$ cat src/rtl/noc_xy_router.sv
// Five-port XY mesh router: per-input FIFOs, dimension-ordered routing, round-robin output arbiters, registered outputs.
// Defining NOC_ROUTER_STATS_EN builds a 16-bit delivered-flit counter per output; otherwise stat_cnt_o is tied to 0.
module noc_xy_router #(
  parameter int DW    = 8,
  parameter int DEPTH = 4,
  parameter int XW    = 2,
  parameter int YW    = 2,
  parameter int X_ID  = 0,
  parameter int Y_ID  = 0
) (
  input  logic            clk_i,
  input  logic            rst_i,
  input  logic [5*DW-1:0] in_data_i,
  input  logic [4:0]      in_valid_i,
  output logic [4:0]      in_ready_o,
  output logic [5*DW-1:0] out_data_o,
  output logic [4:0]      out_valid_o,
  input  logic [4:0]      out_ready_i,
  output logic [5*16-1:0] stat_cnt_o
);

  localparam int NP = 5;
  localparam int AW = $clog2(DEPTH);
  localparam logic [XW-1:0] X_ME = XW'(X_ID);
  localparam logic [YW-1:0] Y_ME = YW'(Y_ID);

  typedef enum logic [2:0] {
    P_LOCAL = 3'd0,
    P_EAST  = 3'd1,
    P_WEST  = 3'd2,
    P_NORTH = 3'd3,
    P_SOUTH = 3'd4
  } port_e;

  logic [DW-1:0] mem_q    [NP][DEPTH];
  logic [AW-1:0] wr_ptr_q [NP];
  logic [AW-1:0] rd_ptr_q [NP];
  logic [AW:0]   count_q  [NP];
  logic [2:0]    rr_ptr_q [NP];
  logic [DW-1:0] out_data_q [NP];
  logic [NP-1:0] out_valid_q;

  logic [DW-1:0] head    [NP];
  logic [2:0]    dst     [NP];
  logic [2:0]    gnt_idx [NP];
  logic [NP-1:0] gnt_vld;
  logic [NP-1:0] nonempty;
  logic [NP-1:0] push;
  logic [NP-1:0] pop;
  logic [NP-1:0] out_free;

  function automatic logic [2:0] xy_route(input logic [XW+YW-1:0] addr);
    logic [XW-1:0] dx;
    logic [YW-1:0] dy;
    dx = addr[XW-1:0];
    dy = addr[XW+YW-1:XW];
    if (dx > X_ME)      return P_EAST;
    else if (dx < X_ME) return P_WEST;
    else if (dy > Y_ME) return P_NORTH;
    else if (dy < Y_ME) return P_SOUTH;
    else                return P_LOCAL;
  endfunction

  // in_ready depends on full only, so a pop in the same cycle never re-opens a full FIFO.
  always_comb begin
    for (int i = 0; i < NP; i++) begin
      head[i]       = mem_q[i][rd_ptr_q[i]];
      nonempty[i]   = (count_q[i] != '0);
      in_ready_o[i] = (count_q[i] != (AW+1)'(DEPTH));
      push[i]       = in_valid_i[i] & in_ready_o[i];
      dst[i]        = xy_route(head[i][XW+YW-1:0]);
    end
  end

  // NOTE: every always_comb output gets a default before any conditional write, so no latch is inferred.
  always_comb begin
    int idx;
    idx = 0;
    pop = '0;
    for (int o = 0; o < NP; o++) begin
      gnt_vld[o]  = 1'b0;
      gnt_idx[o]  = '0;
      out_free[o] = !out_valid_q[o] | out_ready_i[o];
      for (int k = 0; k < NP; k++) begin
        idx = int'(rr_ptr_q[o]) + k;
        if (idx >= NP) idx = idx - NP;
        if (out_free[o] && !gnt_vld[o] && nonempty[idx] && dst[idx] == 3'(o)) begin
          gnt_vld[o] = 1'b1;
          gnt_idx[o] = 3'(idx);
          pop[idx]   = 1'b1;
        end
      end
    end
  end

  // NOTE: FIFO storage has no reset; count_q gates every read, so stale contents are never observed.
  always_ff @(posedge clk_i) begin
    for (int i = 0; i < NP; i++) begin
      if (push[i]) mem_q[i][wr_ptr_q[i]] <= in_data_i[i*DW +: DW];
    end
  end

  // NOTE: sequential state uses non-blocking assignments so every register samples pre-edge values.
  always_ff @(posedge clk_i or posedge rst_i) begin
    if (rst_i) begin
      for (int i = 0; i < NP; i++) begin
        wr_ptr_q[i]   <= '0;
        rd_ptr_q[i]   <= '0;
        count_q[i]    <= '0;
        rr_ptr_q[i]   <= '0;
        out_data_q[i] <= '0;
      end
      out_valid_q <= '0;
    end else begin
      for (int i = 0; i < NP; i++) begin
        if (push[i]) wr_ptr_q[i] <= wr_ptr_q[i] + 1'b1;
        if (pop[i])  rd_ptr_q[i] <= rd_ptr_q[i] + 1'b1;
        count_q[i] <= count_q[i] + (AW+1)'(push[i]) - (AW+1)'(pop[i]);
      end
      for (int o = 0; o < NP; o++) begin
        if (gnt_vld[o]) begin
          out_data_q[o]  <= head[gnt_idx[o]];
          out_valid_q[o] <= 1'b1;
          rr_ptr_q[o]    <= (gnt_idx[o] == 3'd4) ? 3'd0 : gnt_idx[o] + 3'd1;
        end else if (out_ready_i[o]) begin
          out_valid_q[o] <= 1'b0;
        end
      end
    end
  end

  always_comb begin
    for (int o = 0; o < NP; o++) out_data_o[o*DW +: DW] = out_data_q[o];
    out_valid_o = out_valid_q;
  end

`ifdef NOC_ROUTER_STATS_EN
  logic [15:0] stat_q [NP];

  always_ff @(posedge clk_i or posedge rst_i) begin
    if (rst_i) begin
      for (int o = 0; o < NP; o++) stat_q[o] <= '0;
    end else begin
      for (int o = 0; o < NP; o++) begin
        if (out_valid_q[o] & out_ready_i[o]) stat_q[o] <= stat_q[o] + 16'd1;
      end
    end
  end

  always_comb begin
    for (int o = 0; o < NP; o++) stat_cnt_o[o*16 +: 16] = stat_q[o];
  end
`else
  assign stat_cnt_o = '0;
`endif

endmodule

$ cat config.mk
export PLATFORM = sky130hd
export DESIGN_NAME = noc_xy_router
export DESIGN_NICKNAME = d
export VERILOG_FILES = /design/src/rtl/noc_xy_router.sv
export SDC_FILE = /design/constraint.sdc
export NUM_CORES = 1
export LEC_CHECK = 0
export ABC_AREA = 1
export CORE_MARGIN = 1.5
export CORE_UTILIZATION = 50
export DETAILED_ROUTE_END_ITERATION = 12
export GPL_TIMING_DRIVEN = 0
export HOLD_SLACK_MARGIN = 0.15
export PLACE_DENSITY = 0.72
export SYNTH_ARGS = -nofsm -noshare
export SYNTH_HDL_FRONTEND = slang
export SYNTH_SLANG_ARGS = --single-unit
$ cat constraint.sdc
create_clock -name clk_i -period 5.4 [get_ports clk_i]
set_input_delay 0.81 -clock clk_i [delete_from_list [all_inputs] [get_ports clk_i]]
set_output_delay 0.81 -clock clk_i [all_outputs]
set_load 0.02 [all_outputs]
# After elaboration in Yosys (flattened, before gate mapping)
# Memories as Yosys holds them, arrays and structs flattened.
# Cells that the tools add are included.
# classes
addsub	70
magnitude_cmp	140
eq_ne	30
mux	385
n_bitwise	74
n_reduce_logical	140
# ops
op	n
$mux W32	30
$ge A32 B1 Y1 const B	25
$ge A32 B4 Y1 const B	25
$lt A32 B5 Y1 const B	25
$not A32 Y32	25
$mux W3	100
$bmux W3 S3	25
$mux W8	25
$mux W5	25
$bmux W8 S3	5
$or A5 B5 Y5	24
$mux W1	115
$logic_and A1 B1 Y1	100
$sub A4 B3 Y5 const B	20
$bmux W8 S2	5
$demux W8 S2	5
$ge A4 B3 Y1 const B	20
$bmux W1 S3	25
$demux W1 S3	25
$ge A3 B3 Y1 const B	15
$add A3 B2 Y4 const B	10
$eq A3 B2 Y1 const B	10
$eq A3 B3 Y1 const B	10
$not A2 Y3	10
other kinds (20)	135
# word_totals
reg_bits	95
mem_bits_rw	160
in_bits	52
elab_cells	870
mem_count	1
# memory_table
name	words	word_bits	read_ports	rd_ports_with_merged_regs	wr	line	rtl
mem_q	5	32	5	0	5	35	logic [DW-1:0] mem_q [NP][DEPTH];

# Logic depth before layout (Yosys ltp)
# Gate-level depths: netlist of the first run.
# logic_depth
word_depth	76
depth_mapped	30

# Worst setup path before layout of the first run
# Ideal clock, no wire load.
# synth_timing
kind	flip-flop to flip-flop
from	register rr_ptr_q[13] (netlist bit)
to	register count_q[5] (netlist bit)
arrival_time_ns	3.936
path_slack_ns	1.335
path_stages_with_launch	27
n_path_buf	1
cell_sequence	dfrtp_1 inv_1 ha_1 ha_1 inv_1 a21oi_2 nor2_2 nand2_1 nand2_1 nand2_1 buf_2 nand2_1 o21ai_0 a21oi_1 nand3_1 clkinv_1 nand4_1 inv_1 a21oi_1 nand3_1 nor2_1 nand2_1 ha_1 inv_1 ha_1 fa_1 xor2_1
# synth_via
elab_chain_cells	70
word_cells_on_any_way	156
classes_between	add/sub: 10; order compare: 15; mux: 74; bitwise: 29; reduce/logical: 28
# synth_lines
item	line	rtl
start: declaration	39	logic [2:0] rr_ptr_q [NP];
start signal: indexed assignment	124	rr_ptr_q[o] <= (gnt_idx[o] == 3'd4) ? 3'd0 : gnt_idx[o] + 3'd1;
parallel branches: the longest is 28 deep, another holds $ge A32 B1 Y1	n/a	
$mux W5 *	87	if (out_free[o] && !gnt_vld[o] && nonempty[idx] && dst[idx] == 3'(o)) begin
$or A5 B5 Y5 (no line)	n/a	
$mux W5 *	87	
$or A5 B5 Y5 (no line)	n/a	
$mux W5 *	87	
$or A5 B5 Y5 (no line)	n/a	
$mux W5 *	87	
[28 not listed]	n/a	
$or A5 B5 Y5 (no line)	n/a	
$mux W5 *	87	
$or A5 B5 Y5 (no line)	n/a	
$mux W5 *	87	
$or A5 B5 Y5 (no line)	n/a	
$mux W5 *	87	
via pop[3]	49	logic [NP-1:0] pop;
$sub A3 B1 Y3 *	118	count_q[i] <= count_q[i] + (AW+1)'(push[i]) - (AW+1)'(pop[i]);
end signal: indexed assignment	118	
end: declaration	38	logic [AW:0] count_q [NP];
# Mark *: on every way through the listed nets, which the timed path passes. The select of a mux whose other input is x is not followed.
# A chain may end at the register's enable or synchronous reset.

# Final worst setup path of the first run
# layout_timing
from	register rr_ptr_q[3] (netlist bit)
to	register count_q[2] (netlist bit)
# layout_via
elab_chain_cells	40
word_cells_on_any_way	127
classes_between	add/sub: 10; order compare: 15; eq/ne: 5; mux: 59; bitwise: 15; reduce/logical: 23
# layout_lines
item	line
parallel branches: the longest is 28 deep, another holds $ge A32 B1 Y1	n/a
$mux W5 *	87
$or A5 B5 Y5 (no line)	n/a
$mux W5 *	87
$or A5 B5 Y5 (no line)	n/a
$mux W5 *	87
$or A5 B5 Y5 (no line)	n/a
$mux W5 *	87
$or A5 B5 Y5 (no line)	n/a
$mux W5 *	87
$or A5 B5 Y5 (no line)	n/a
$mux W5 *	87
via pop[4]	49
$sub A3 B1 Y3 *	118
# Marks and branches as above.

==> results of run 1 <==
## synthesized netlist by cell type, types with 4 or more instances
cell type / n / area [um^2]
buf_6: 13 / 146
buf_4: 101 / 758
fa_1: 8 / 160
nand3_1: 241 / 1210
o21ai_1: 27 / 135
nand4_1: 26 / 163
o22ai_1: 6 / 37.5
a32o_1: 16 / 160
clkbuf_1: 15 / 56.3
nand2_2: 30 / 188
nand2_4: 5 / 56.3
a31oi_1: 9 / 56.3
ha_1: 74 / 926
o211ai_1: 7 / 52.6
nor2_4: 7 / 78.8
inv_4: 5 / 31.3
buf_2: 13 / 65.1
inv_1: 189 / 709
nor3_1: 16 / 80.1
edfxtp_1: 160 / 4800
o21ai_0: 43 / 215
a21oi_2: 9 / 78.8
nand2_1: 575 / 2160
o21ai_2: 6 / 52.6
clkinv_1: 4 / 15.0
nand3_2: 15 / 150
a21oi_1: 81 / 405
xor2_1: 18 / 158
dfrtp_1: 80 / 2000
nor2_1: 190 / 713
nor2_2: 18 / 113
xnor2_1: 10 / 87.6
inv_2: 36 / 135
## worst paths after layout
path                                                   end
worst max register to register        count_q[2]$_DFF_PP0_
max in group asynchronous            count_q[12]$_DFF_PP0_
worst max-delay path                  count_q[2]$_DFF_PP0_
min in group asynchronous       out_data_o[23]$_DFFE_PP0P_
worst min register to register  out_data_o[19]$_DFFE_PP0P_
worst min-delay path            out_data_o[19]$_DFFE_PP0P_
## stage by stage
step	util (%)	TNS (ns)
after floorplan	-	0
after global placement	56.3	0
after detailed placement	56.4	0
after CTS	58.8	0
after global routing	59.0	-0.0186
final	59.0	0
## layout make-up
type                    instances  area share [%]
inverters                     235            4.77
clock inverters                14           0.546
plain buffers                 142            5.33
clock buffers                  32            3.44
multi-input cells            1561            42.6
repair buffers                 97            5.07
flip-flops and latches        240            35.4
well taps                     442            2.87
## timing repair
action / in CTS / in global routing
setup buffers: 0 / 5
gates resized for setup: 0 / 9
setup endpoints to repair: 0 / 9
## registers in the layout, indices dropped and copies added (netlist names)
| signal | cells |
|---|---|
| mem_q | 160 |
| out_data_o | 32 |
| count_q | 15 |
| rd_ptr_q | 10 |
| wr_ptr_q | 10 |
| rr_ptr_q | 9 |
| out_valid_o | 4 |
## cell families (layout without fill, tap and decap cells)
group / count (synthesis) / in the layout / share of synthesized area [%]
AO/OA/AOI/OAI: 218 / 218 / 8.00
XOR/XNOR: 33 / 33 / 2.11
adder cells (fa/ha/maj): 82 / 82 / 6.55
buffers and inverters: 377 / 520 / 11.7
flip-flops: 240 / 240 / 41.1
multiplexers: 1 / 1 / 0.0604
other: 1 / 89 / 0.0226
AND/OR/NAND/NOR: 1138 / 1138 / 30.5
## per-layer routing
metal	part of all wire [%]	wire, um	track usage [%]	up-vias
met1	42	19700	36.2	6822
li1	-	-	-	7110
met5	0	0	0	-
met2	49	23100	48.0	567
met4	2.8	1330	8.85	0
met3	6.5	3060	3.01	78
## worst reg2reg max path, cell delays in order (launching register included)
cell and delay [ns]:
dfrtp_1 0.52, inv_2 0.20, ha_1 0.30, ha_1 0.37
inv_1 0.18, a21oi_2 0.12, nor2_2 0.26, nand2_1 0.08
nand2_1 0.10, nand2_1 0.05, nand2_1 0.05, nor2_1 0.05
nand2_2 0.20, inv_1 0.13, nand2_1 0.16, o21ai_0 0.12
nor3_1 0.33, o211ai_1 0.14, nor2_1 0.31, nand3_1 0.23
ha_1 0.33, inv_1 0.05, ha_1 0.12, inv_1 0.05
fa_1 0.37, xnor2_1 0.13
==> flow_metrics.py, run 1 <==
metrics = {
    "status": {
        "run_status": "completed",
    },
    "sta": {
        "period_needed_ns": 5.08,
        "fin_worst_skew_ns": 0.0314,
        "hold-worst-slack_ns": 0.454,
        "hold_viol_final": 0,
        "maxSlewViolCount": 0,
        "fin_crit_sh_pct": 94.0,
        "setup_viol": 0,
        "tightest_slew_ns": 1.03,
        "timing.fmax_mhz": 197,
        "maxSlewHeadroom_pct": 31.0,
        "fin_ws_ns": 0.324,
        "rsz0062_at_grt": "true",
    },
    "final_layout": {
        "stdcell_area_um2": 19200,
        "layout_commonest_cell": "nand2_1",
        "area_growth_pct": 16.0,
        "num_antenna_cells": 0,
        "final_cells": 2763,
        "final_cell_mix": "nand2_1 (575), nand3_1 (241), nor2_1 (187)",
        "multi_input_area_um2": 8190,
        "fillers": 2982,
        "layout.nets": 2436,
        "drive_above_1_share_pct": 14.2,
        "regArea_um2": 6810,
    },
    "setup_path": {
        "setup.worst_path.start": "rr_ptr_q[3]$_DFFE_PP0P_",
        "cp_num_buf_inv": 5,
        "regToRegStartpoint": "rr_ptr_q[3]$_DFFE_PP0P_",
        "crit_cells": 25,
        "cp_data_required_time_ns": 5.83,
        "timing.critical_path.mode_cell": "nand2_1",
        "slowest_stage": "dfrtp_1",
        "cp-start-kind": "flop",
        "ff2ff_setup_slack_ns": 0.32,
        "critical-path-top-delay-family": "simple AND/OR/NAND/NOR gates",
        "cp.arrival_ns": 5.51,
        "cp_max_fo": 10,
        "cp-end-kind": "flop",
        "worst-setup-path-type": "flop to flop",
        "reg2regPathDepth": 25,
        "cp_slowest_stage_delay_ns": 0.52,
    },
    "die": {
        "num_io_pins": 182,
        "rows": 66,
        "die-area_um2": 34300,
        "start_util_pct": 50.8,
        "die_x_um": 185,
        "die_h_um": 185,
        "coreArea_um2": 32600,
    },
    "detailed_routing": {
        "wl_per_cell_um": 17.1,
        "drc": 0,
        "drt-total-wl_um": 47200,
        "postRouteAntennaNets": 0,
        "drtIter0Drc": 1070,
        "vias": 14600,
        "firstDrtPassIters": 6,
        "vias_per_cell": 5.28,
    },
    "placement": {
        "dpl-instance-area_um2": 18400,
        "hpwl_um": 36800,
        "portBuffers": 91,
        "dpl.cell_count": 2712,
        "place_ws_ns": 0.182,
        "place.gp.congestion": 0.979,
    },
    "min_path": {
        "whs_path_depth": 1,
        "min_from": "out_data_o[19]$_DFFE_PP0P_",
        "hold_path_class": "flop to flop",
    },
    "clocking": {
        "h-tree-depth": 1,
        "clk_latency_ns": 0.55,
        "cts_tree": "built",
        "path_clk_slew_ns": 0.06,
        "cts_buffers": 25,
        "cts.sinks": 240,
        "clk_path_buf_depth": 3,
        "hold_buffers": 0,
        "clock-root-buffer": "clkbuf_16",
    },
    "global_routing": {
        "grt_max_degree": 43,
        "overflow": 0,
        "grt_pass1_wl_um": 72900,
        "grt_pass1_vias": 13400,
        "antenna_found_initial": 0,
        "grt_usage_pct": 27.7,
    },
    "logic_synthesis": {
        "synth_edf_count": 160,
        "ys_warn_count": 0,
        "synth_top_flop_cell": "edfxtp_1",
        "syn_inst": 2090,
        "synth_cell_types": 56,
        "ys_ff_latch": 240,
        "yosysSeqAreaShare_pct": 41.1,
        "syn_area_um2": 16600,
        "async_reset_ff_share_pct": 33.3,
        "syn_avg_cell_area_um2": 7.93,
    },
    "flow_run": {
        "drv_cap": 0,
    },
}
Power of run 1 is left out: the tool's default activity adds up to more than one toggle a clock period on the data nets, which glitch-free logic cannot reach.
==> run 2, diff against run 1 <==
==> constraint.sdc (replaced) <==
create_clock -name clk_i -period 6.45 [get_ports clk_i]
set_input_delay 1.29 -clock clk_i [delete_from_list [all_inputs] [get_ports clk_i]]
set_output_delay 1.29 -clock clk_i [all_outputs]
set_load 0.02 [all_outputs]
==> run 2 against run 1 <==
Final cell count shrank 0.18%. Worst hold slack barely moved. Count of clock-buffer cells in the layout unchanged. Critical endpoint unchanged. Largest cell class unchanged.
==> flow_metrics.py, run 2 (synthesis results as in run 1) <==
metrics = {
    "final_layout": {
        "drive_above_1_share_pct": 13.6,
        "layout.nets": 2431,
        "largest_reg_flops": 160,
        "area_growth_pct": 15.6,
        "final_cell_mix": "nand2_1 (575), nand3_1 (241), nor2_1 (190)",
        "num_antenna_cells": 0,
        "stdcell_area_um2": 19200,
        "layout_commonest_cell": "nand2_1",
        "final_cells": 2758,
    },
    "clocking": {
        "cts.sinks": 240,
        "clk_latency_ns": 0.56,
        "cts_resized": 0,
        "cts_buffers": 25,
        "clock-root-buffer": "clkbuf_16",
        "hold_buffers": 0,
        "path_clk_slew_ns": 0.06,
        "cts_setup_buffers": 0,
        "clk_path_buf_depth": 3,
        "cts_tree": "built",
        "h-tree-depth": 1,
    },
    "sta": {
        "period_needed_ns": 5.26,
        "setup_tns_ns": 0,
        "hold_viol_final": 0,
        "rsz0062_at_grt": "false",
        "timing.fmax_mhz": 190,
        "setup_viol": 0,
        "tightest_slew_ns": 0.990,
        "fin_worst_skew_ns": 0.0359,
        "fin_crit_sh_pct": 81.5,
        "hold-worst-slack_ns": 0.454,
        "maxSlewViolCount": 0,
        "maxSlewHeadroom_pct": 33.5,
    },
    "global_routing": {
        "overflow": 0,
        "grt_max_degree": 43,
        "grt_usage_pct": 27.7,
        "grt_pass1_vias": 13400,
        "antenna_found_initial": 0,
        "grt_pass1_wl_um": 72900,
    },
    "detailed_routing": {
        "drt-total-wl_um": 47100,
        "drtIter0Drc": 1153,
        "vias_per_cell": 5.27,
        "wl_per_cell_um": 17.1,
        "firstDrtPassIters": 6,
        "drc": 0,
        "postRouteAntennaNets": 0,
        "vias": 14500,
    },
    "placement": {
        "dpl.cell_count": 2712,
        "dpl-instance-area_um2": 18400,
        "place.gp.congestion": 0.979,
        "portBuffers": 91,
        "hpwl_um": 36800,
    },
    "status": {
        "run_status": "completed",
    },
    "die": {
        "num_io_pins": 182,
        "rows": 66,
        "die-area_um2": 34300,
        "start_util_pct": 50.8,
        "die_x_um": 185,
        "coreArea_um2": 32600,
        "die_h_um": 185,
    },
    "setup_path": {
        "slowest_stage": "dfrtp_1",
        "reg2reg_to": "count_q[2]$_DFF_PP0_",
        "cp_max_fo": 10,
        "reg2regPathDepth": 25,
        "cp.arrival_ns": 5.69,
        "cp_data_required_time_ns": 6.88,
        "cp-end-kind": "flop",
        "cp_slowest_stage_delay_ns": 0.55,
        "cp_num_buf_inv": 5,
        "cp-start-kind": "flop",
        "regToRegStartpoint": "rr_ptr_q[4]$_DFFE_PP0P_",
        "worst-setup-path-type": "flop to flop",
        "ff2ff_setup_slack_ns": 1.19,
        "critical-path-top-delay-family": "simple AND/OR/NAND/NOR gates",
    },
    "min_path": {
        "min_to": "out_data_o[19]$_DFFE_PP0P_",
        "whs_path_depth": 1,
        "min_from": "out_data_o[19]$_DFFE_PP0P_",
        "hold_path_class": "flop to flop",
    },
    "flow_run": {
        "drv_cap": 0,
    },
}
## run 2: cell types whose count changed in the layout (fill, tap and decap cells not counted), sizes merged
cell	previous run	this run
buf	133	128
clkinvlp	2	0
inv	233	235
## run 2: final cells by class
cell class	count	area, um^2
flip-flops and latches	240	6810
multi-input cells	1561	8170
fillers	2982	13400
inverters	235	911
clock buffers	32	662
clock inverters	14	105
well taps	442	553
repair buffers	92	938
plain buffers	142	1030
## run 2: worst max path at each step
stage	startpoint	endpoint	slack [ns]	depth (start not counted)
finish	rr_ptr_q[4]$_DFFE_PP0P_	count_q[2]$_DFF_PP0_	1.19	25
global route	rr_ptr_q[4]$_DFFE_PP0P_	count_q[5]$_DFF_PP0_	0.83	26
CTS	rr_ptr_q[10]$_DFFE_PP0P_	count_q[5]$_DFF_PP0_	1.22	29
detailed placement	out_ready_i[3]	count_q[2]$_DFF_PP0_	1.22	19
global placement	out_ready_i[3]	count_q[2]$_DFF_PP0_	1.23	19
floorplan	rr_ptr_q[13]$_DFFE_PP0P_	count_q[5]$_DFF_PP0_	2.38	26
## run 2: routing by layer
metal	vias up	global-route usage (%)	wire [um]	part of all wire, %
li1	7098	-	-	-
met4	0	8.85	1500	3.2
met5	-	0	0	0
met2	578	48.0	22800	48
met1	6776	36.2	19500	41
met3	88	3.01	3270	6.9
## run 2: stage by stage
step	util (%)	setup WS, ns
after global placement	56.3	1.23
after CTS	58.8	1.22
after global routing	58.8	0.831
after detailed placement	56.4	1.22
after floorplan	-	2.38
final	58.8	1.19
Power of run 2 is left out for the same reason.
